### src/rtl/dma_copy_if.sv
// Control and memory-master signal bundle for dma_copy_engine.
// master = engine side, slave = requester plus data memory side.
interface dma_copy_if #(
  parameter int unsigned ADDR_W = 15,
  parameter int unsigned DATA_W = 32,
  parameter int unsigned LEN_W  = 16
);
  logic              start;
  logic              mode;
  logic [ADDR_W-1:0] src_addr;
  logic [ADDR_W-1:0] dst_addr;
  logic [LEN_W-1:0]  len;
  logic [DATA_W-1:0] fill_val;
  logic              busy;
  logic              done;
  logic [LEN_W-1:0]  words_done;
  logic [ADDR_W-1:0] read_addr;
  logic [DATA_W-1:0] read;
  logic [ADDR_W-1:0] write_addr;
  logic [DATA_W-1:0] data;
  logic              WE;

  modport master (
    input  start, mode, src_addr, dst_addr, len, fill_val, read,
    output busy, done, words_done, read_addr, write_addr, data, WE
  );

  modport slave (
    output start, mode, src_addr, dst_addr, len, fill_val, read,
    input  busy, done, words_done, read_addr, write_addr, data, WE
  );
endinterface

### src/rtl/dma_copy_engine.sv
// Word-at-a-time memory copy/fill engine driving a combinational-read,
// synchronous-write memory port. Copy takes RD+WR per word, fill takes WR only.
module dma_copy_engine #(
  parameter int unsigned ADDR_W = 15,
  parameter int unsigned DATA_W = 32,
  parameter int unsigned LEN_W  = 16
) (
  input logic        clk,
  input logic        rst,
  dma_copy_if.master bus
);

  typedef enum logic [1:0] {StIdle, StRd, StWr, StDone} state_e;

  state_e            state_q, state_d;
  logic [ADDR_W-1:0] src_ptr_q, src_ptr_d;
  logic [ADDR_W-1:0] dst_ptr_q, dst_ptr_d;
  logic [LEN_W-1:0]  remain_q, remain_d;
  logic [LEN_W-1:0]  words_q, words_d;
  logic              mode_q, mode_d;
  logic [DATA_W-1:0] fill_q, fill_d;
  logic [DATA_W-1:0] buf_q, buf_d;

  always_ff @(posedge clk or posedge rst) begin
    if (rst) begin
      state_q   <= StIdle;
      src_ptr_q <= '0;
      dst_ptr_q <= '0;
      remain_q  <= '0;
      words_q   <= '0;
      mode_q    <= 1'b0;
      fill_q    <= '0;
      buf_q     <= '0;
    end else begin
      state_q   <= state_d;
      src_ptr_q <= src_ptr_d;
      dst_ptr_q <= dst_ptr_d;
      remain_q  <= remain_d;
      words_q   <= words_d;
      mode_q    <= mode_d;
      fill_q    <= fill_d;
      buf_q     <= buf_d;
    end
  end

  always_comb begin
    state_d   = state_q;
    src_ptr_d = src_ptr_q;
    dst_ptr_d = dst_ptr_q;
    remain_d  = remain_q;
    words_d   = words_q;
    mode_d    = mode_q;
    fill_d    = fill_q;
    buf_d     = buf_q;
    unique case (state_q)
      StIdle: begin
        if (bus.start) begin
          src_ptr_d = bus.src_addr;
          dst_ptr_d = bus.dst_addr;
          remain_d  = bus.len;
          mode_d    = bus.mode;
          fill_d    = bus.fill_val;
          words_d   = '0;
          if (bus.len == '0) begin
            state_d = StDone;
          end else if (bus.mode) begin
            state_d = StWr;
          end else begin
            state_d = StRd;
          end
        end
      end
      StRd: begin
        buf_d   = bus.read;
        state_d = StWr;
      end
      StWr: begin
        // Pointers wrap naturally at the address width.
        dst_ptr_d = dst_ptr_q + ADDR_W'(1);
        if (!mode_q) begin
          src_ptr_d = src_ptr_q + ADDR_W'(1);
        end
        words_d  = words_q + LEN_W'(1);
        remain_d = remain_q - LEN_W'(1);
        if (remain_q == LEN_W'(1)) begin
          state_d = StDone;
        end else if (mode_q) begin
          state_d = StWr;
        end else begin
          state_d = StRd;
        end
      end
      StDone: state_d = StIdle;
      default: state_d = StIdle;
    endcase
  end

  assign bus.busy       = (state_q == StRd) || (state_q == StWr);
  assign bus.done       = (state_q == StDone);
  assign bus.WE         = (state_q == StWr);
  assign bus.words_done = words_q;
  assign bus.read_addr  = src_ptr_q;
  assign bus.write_addr = dst_ptr_q;
  assign bus.data       = ((state_q == StWr) && mode_q) ? fill_q : buf_q;

endmodule

### src/flat_wrapper.sv
// flat-port wrapper written by rule: the top's interface ports become plain ports
module dma_copy_engine_flat 
#(
  parameter int unsigned ADDR_W = 15,
  parameter int unsigned DATA_W = 32,
  parameter int unsigned LEN_W  = 16
)
  (clk, rst, bus_start, bus_mode, bus_src_addr, bus_dst_addr, bus_len, bus_fill_val, bus_read, bus_busy, bus_done, bus_words_done, bus_read_addr, bus_write_addr, bus_data, bus_WE);
  dma_copy_if #(.ADDR_W(ADDR_W), .DATA_W(DATA_W), .LEN_W(LEN_W)) bus_i ();
  input logic clk;
  input logic rst;
  input wire logic [$bits(bus_i.start)-1:0] bus_start;
  input wire logic [$bits(bus_i.mode)-1:0] bus_mode;
  input wire logic [$bits(bus_i.src_addr)-1:0] bus_src_addr;
  input wire logic [$bits(bus_i.dst_addr)-1:0] bus_dst_addr;
  input wire logic [$bits(bus_i.len)-1:0] bus_len;
  input wire logic [$bits(bus_i.fill_val)-1:0] bus_fill_val;
  input wire logic [$bits(bus_i.read)-1:0] bus_read;
  output wire logic [$bits(bus_i.busy)-1:0] bus_busy;
  output wire logic [$bits(bus_i.done)-1:0] bus_done;
  output wire logic [$bits(bus_i.words_done)-1:0] bus_words_done;
  output wire logic [$bits(bus_i.read_addr)-1:0] bus_read_addr;
  output wire logic [$bits(bus_i.write_addr)-1:0] bus_write_addr;
  output wire logic [$bits(bus_i.data)-1:0] bus_data;
  output wire logic [$bits(bus_i.WE)-1:0] bus_WE;
  assign bus_i.start = bus_start;
  assign bus_i.mode = bus_mode;
  assign bus_i.src_addr = bus_src_addr;
  assign bus_i.dst_addr = bus_dst_addr;
  assign bus_i.len = bus_len;
  assign bus_i.fill_val = bus_fill_val;
  assign bus_i.read = bus_read;
  assign bus_busy = bus_i.busy;
  assign bus_done = bus_i.done;
  assign bus_words_done = bus_i.words_done;
  assign bus_read_addr = bus_i.read_addr;
  assign bus_write_addr = bus_i.write_addr;
  assign bus_data = bus_i.data;
  assign bus_WE = bus_i.WE;
  dma_copy_engine #(.ADDR_W(ADDR_W), .DATA_W(DATA_W), .LEN_W(LEN_W)) u_core (.clk(clk), .rst(rst), .bus(bus_i));
endmodule
### config.mk
export PLATFORM = sky130hd
export DESIGN_NAME = dma_copy_engine_flat
export DESIGN_NICKNAME = d
export VERILOG_FILES = /design/src/rtl/dma_copy_if.sv /design/src/rtl/dma_copy_engine.sv /design/src/flat_wrapper.sv
export SDC_FILE = /design/constraint.sdc
export NUM_CORES = 1
export LEC_CHECK = 0
export ABC_AREA = 1
export CORE_UTILIZATION = 40
export CTS_BUF_LIST = sky130_fd_sc_hd__clkbuf_4 sky130_fd_sc_hd__clkbuf_8 sky130_fd_sc_hd__clkbuf_16
export CTS_CLUSTER_DIAMETER = 150
export CTS_CLUSTER_SIZE = 24
export DETAILED_ROUTE_END_ITERATION = 12
export MAX_ROUTING_LAYER = met4
export PLACE_DENSITY = 0.79
export SKIP_LAST_GASP = 1
export SLEW_MARGIN = 5
export SYNTH_ARGS = -nofsm -noshare
export SYNTH_HDL_FRONTEND = slang
export SYNTH_SLANG_ARGS = --single-unit
### constraint.sdc
create_clock -name clk -period 5 [get_ports clk]
set_input_delay 0.75 -clock clk [delete_from_list [all_inputs] [get_ports clk]]
set_output_delay 0.75 -clock clk [all_outputs]
set_load 0.05 [all_outputs]
==> results by group <==
Pwr
  – Net Sw Frac: about half
  – Clock share of power: 18.0%
  – Pleak: 4.62 nW
  – Switching power: approximately 3.5 mW
  – Comb pwr share: 54.9%
  – Flop pwr share: 27.1%
  – Peak VDD IR: 0.000509 V
  – Power per cell area: approximately 700 nW/um^2
  – Power, Total: 7.00 mW
  – Internal power: 3.50 mW

Setup path
  – CP Capture Type: output port
  – Slowest stage delay, CP: 0.84 ns
  – CP Data Required Time: about 4.3 ns
  – CP most frequent cell: inv_1
  – Critical Path, Cell by Cell: inv_1 > ha_2 > nand2_2 > inv_1 > o21ai_0 > clkdlybuf4s50_1
  – CP Max Fanout: 54
  – Slowest stage cell on the critical path: clkdlybuf4s50_1
  – Family with the most delay on the worst path: buffers and inverters
  – Critical path class: reg -> out
  – Startpoint Class: flop
  – CP bufs+invs: 3
  – Crit path DAT: 3.27 ns

Clock tree
  – Clock sink count: 129
  – CTS tree: done
  – Setup bufs post-CTS: 0
  – CTS max path bufs: 2
  – CTS root buffer: clkbuf_16
  – CTS clk-pin slew, worst paths: 0.06 ns
  – Post-CTS sizing: 0
  – Num CTS Buffers: 17
  – Post-CTS Hold Fix Bufs: 0
  – CTS H-tree lvls: 4
  – Clock latency on the worst-skew pair: ~0.43 ns

Floorplan
  – Chip height: 137 um
  – Initial core utilization: 40.8%
  – Core Box Area: 18,000 sq um
  – Die width: 137 um
  – Die ar.: 18,900 sq um
  – # rows: 49
  – Io pins: 195

STA
  – # setup viols final: 0
  – Max Slew Vio Count: 0
  – WHS: 0.509 ns
  – Fmax: 0.249 GHz
  – Slew headroom: 38.4%
  – Setup WS post-layout: 0.985 ns
  – Final worst clock skew: between 0.009 and 0.01 ns
  – RSZ-0062 raised after global routing: false
  – Hold Fails Final Rpt: 0
  – Setup TNS: 0 ns
  – Tcrit/Tclk final: 80.3%
  – Period minus WS final: 4.02 ns
  – Worst Tran Pin Value: 0.920 ns

Hold path
  – Hold Path Class: reg -> reg

Place
  – GP Congestion: 0.897
  – Post-DP Area: 9400 sq um
  – Inst Count DP: 1,392
  – Post-place setup slack: 1.45 ns
  – Detailed Place HPWL: 13,700 um
  – Port Buffer Count: 194

Final layout
  – Final nets: ~1,300
  – Final core utilization: 55.6%
  – Layout cells sized above 1: 7.45%
  – Most frequent cells in the layout: 308 x nand2_1, 194 x clkdlybuf4s50_1, 129 x dfrtp_1
  – Design area: 9990 sq um
  – Ant. Diodes: 0
  – Commonest non-fill, non-tap cell in the layout: nand2_1
  – Synth-to-layout area growth: 36.2%
  – Non-Filler Instances: 1,424

Global routing
  – Total GRT Usage: between 20% and 30%
  – Largest net degree at the start of global routing: 83
  – Antenna violations before repair: 0
  – Vias in the first global route: 6,682
  – GRT overflow: 0
  – Global-route wire length before repair: about 32,000 um

Logic synthesis
  – Syn Inst Count: 1,005
  – EDFF count, synth: 0
  – Area of the mapped netlist: ~7300 sq um
  – Top_reg_cell synth: dfrtp_1
  – Synth async-reset ratio: 100%
  – Post-synthesis compound-gate area fraction: between 10% and 20%
  – Synth Register Bits: 129
  – Post-synthesis sequential area ratio: roughly 44%
  – Mux cell area share after synthesis: ~4%
  – Post-synthesis xor/xnor area fraction: less than 1%
  – Synth warn: 0
  – Combinational family with the most area after synthesis: simple AND/OR/NAND/NOR gates
  – Avg Cell Area, Syn: 7.30 sq um
  – Post-Syn Nets: 1,128
  – Yosys cell types: 36
  – Adder-Cell Fraction of Synth Area: 1.54%
  – Simple-Gate Fraction of Synth Area: between 20% and 30%

Route
  – Final wirelength: slightly below 20,000 um
  – Via count: 7,139
  – Initial drt markers: around 500
  – WL/cell: around 14 um
  – Detailed-route DRC error count: 0
  – DRT Pass-1 Iters: 5
  – Post-route ant nets: 0
  – DR vias/cell: 5.01

Job
  – Max-cap violations: 0

Run status
  – Status: finished clean
==> logic make-up after synthesis <==
logic type | count (synthesis)
and+or+nand+nor | 519
adders and majority gates | 9
buffers and inverters | 165
xor gates and xnor gates | 1
AOI/OAI and AO/OA | 156
DFF | 129
muxes | 26
==> worst register-to-register path, cell delays in order (launching register included) <==
cell and delay (ns):
dfrtp_1 0.42, inv_1 0.10, ha_2 0.19, buf_4 0.64
nand2_4 0.11, nand2_4 0.44, inv_2 0.45, a21oi_1 0.28
o21ai_0 0.11, nand2_1 0.09
==> state kept, by name, summed over array words and instances, names as in the netlist <==
| register | cells |
|---|---|
| u_core.mode_q | 1 |
| u_core.state_q | 2 |
| u_core.remain_q | 16 |
| u_core.fill_q | 32 |
| u_core.bus.write_addr | 15 |
| u_core.bus.read_addr | 15 |
| u_core.bus.words_done | 16 |
| u_core.buf_q | 32 |
==> path summary, 6_finish.rpt <==
check,startpoint,endpoint,slack [ns],cells past startpoint
setup / recovery,u_core.state_q[0],bus_data[27],0.98,6
hold / removal,u_core.remain_q[6],u_core.remain_q[6],0.51,2
setup reg to reg,u_core.state_q[0],u_core.remain_q[6],2.11,9
hold reg to reg,u_core.remain_q[6],u_core.remain_q[6],0.51,2
max in group asynchronous,rst,u_core.remain_q[8],3.35,3
min in group asynchronous,rst,u_core.fill_q[18],0.79,2
==> cells in the mapped netlist (4+ instances only) <==
master    number  area [sq um]
a21oi_1       28           140
buf_2         23           115
clkbuf_1      10          37.5
dfrtp_1      129          3230
ha_1           9           113
inv_1        121           454
inv_2          4          15.0
mux2_2        26           293
nand2_1      308          1160
nand3_1       57           285
nand4_1       19           119
nor2_1       107           402
nor2_4         4          45.0
nor3_1         4          20.0
o21ai_0      103           515
o21ai_1       10          50.1
==> area by class of cell <==
class / count / area, sq um
Multi-Input combinational cell: 711 / 3430
Clock buffer: 17 / 425
Clock inverter: 15 / 164
Tap cell: 229 / 287
Timing Repair Buffer: 198 / 1980
Sequential cell: 129 / 3230
Inverter: 125 / 472
Fill cell: 1652 / 7980
==> metal layers <==
layer | up-vias | share of wire [%] | global-route usage (%)
met5 | - | 0 | -
met1 | 3286 | 44 | 28.5
met2 | 269 | 46 | 34.8
met4 | 0 | 1.7 | 8.12
met3 | 26 | 8.4 | 6.59
li1 | 3558 | - | -
==> power by group through the flow <==
stage,clock [mW],combinational (mW),sequential [mW]
finish,1.26,3.84,1.90
global route,1.33,4.22,1.96
CTS,1.29,3.86,1.90
detailed placement,0,3.85,1.91
global placement,0,3.77,1.90
floorplan,0,2.40,2.25
Power figures use the tool's default switching activity.
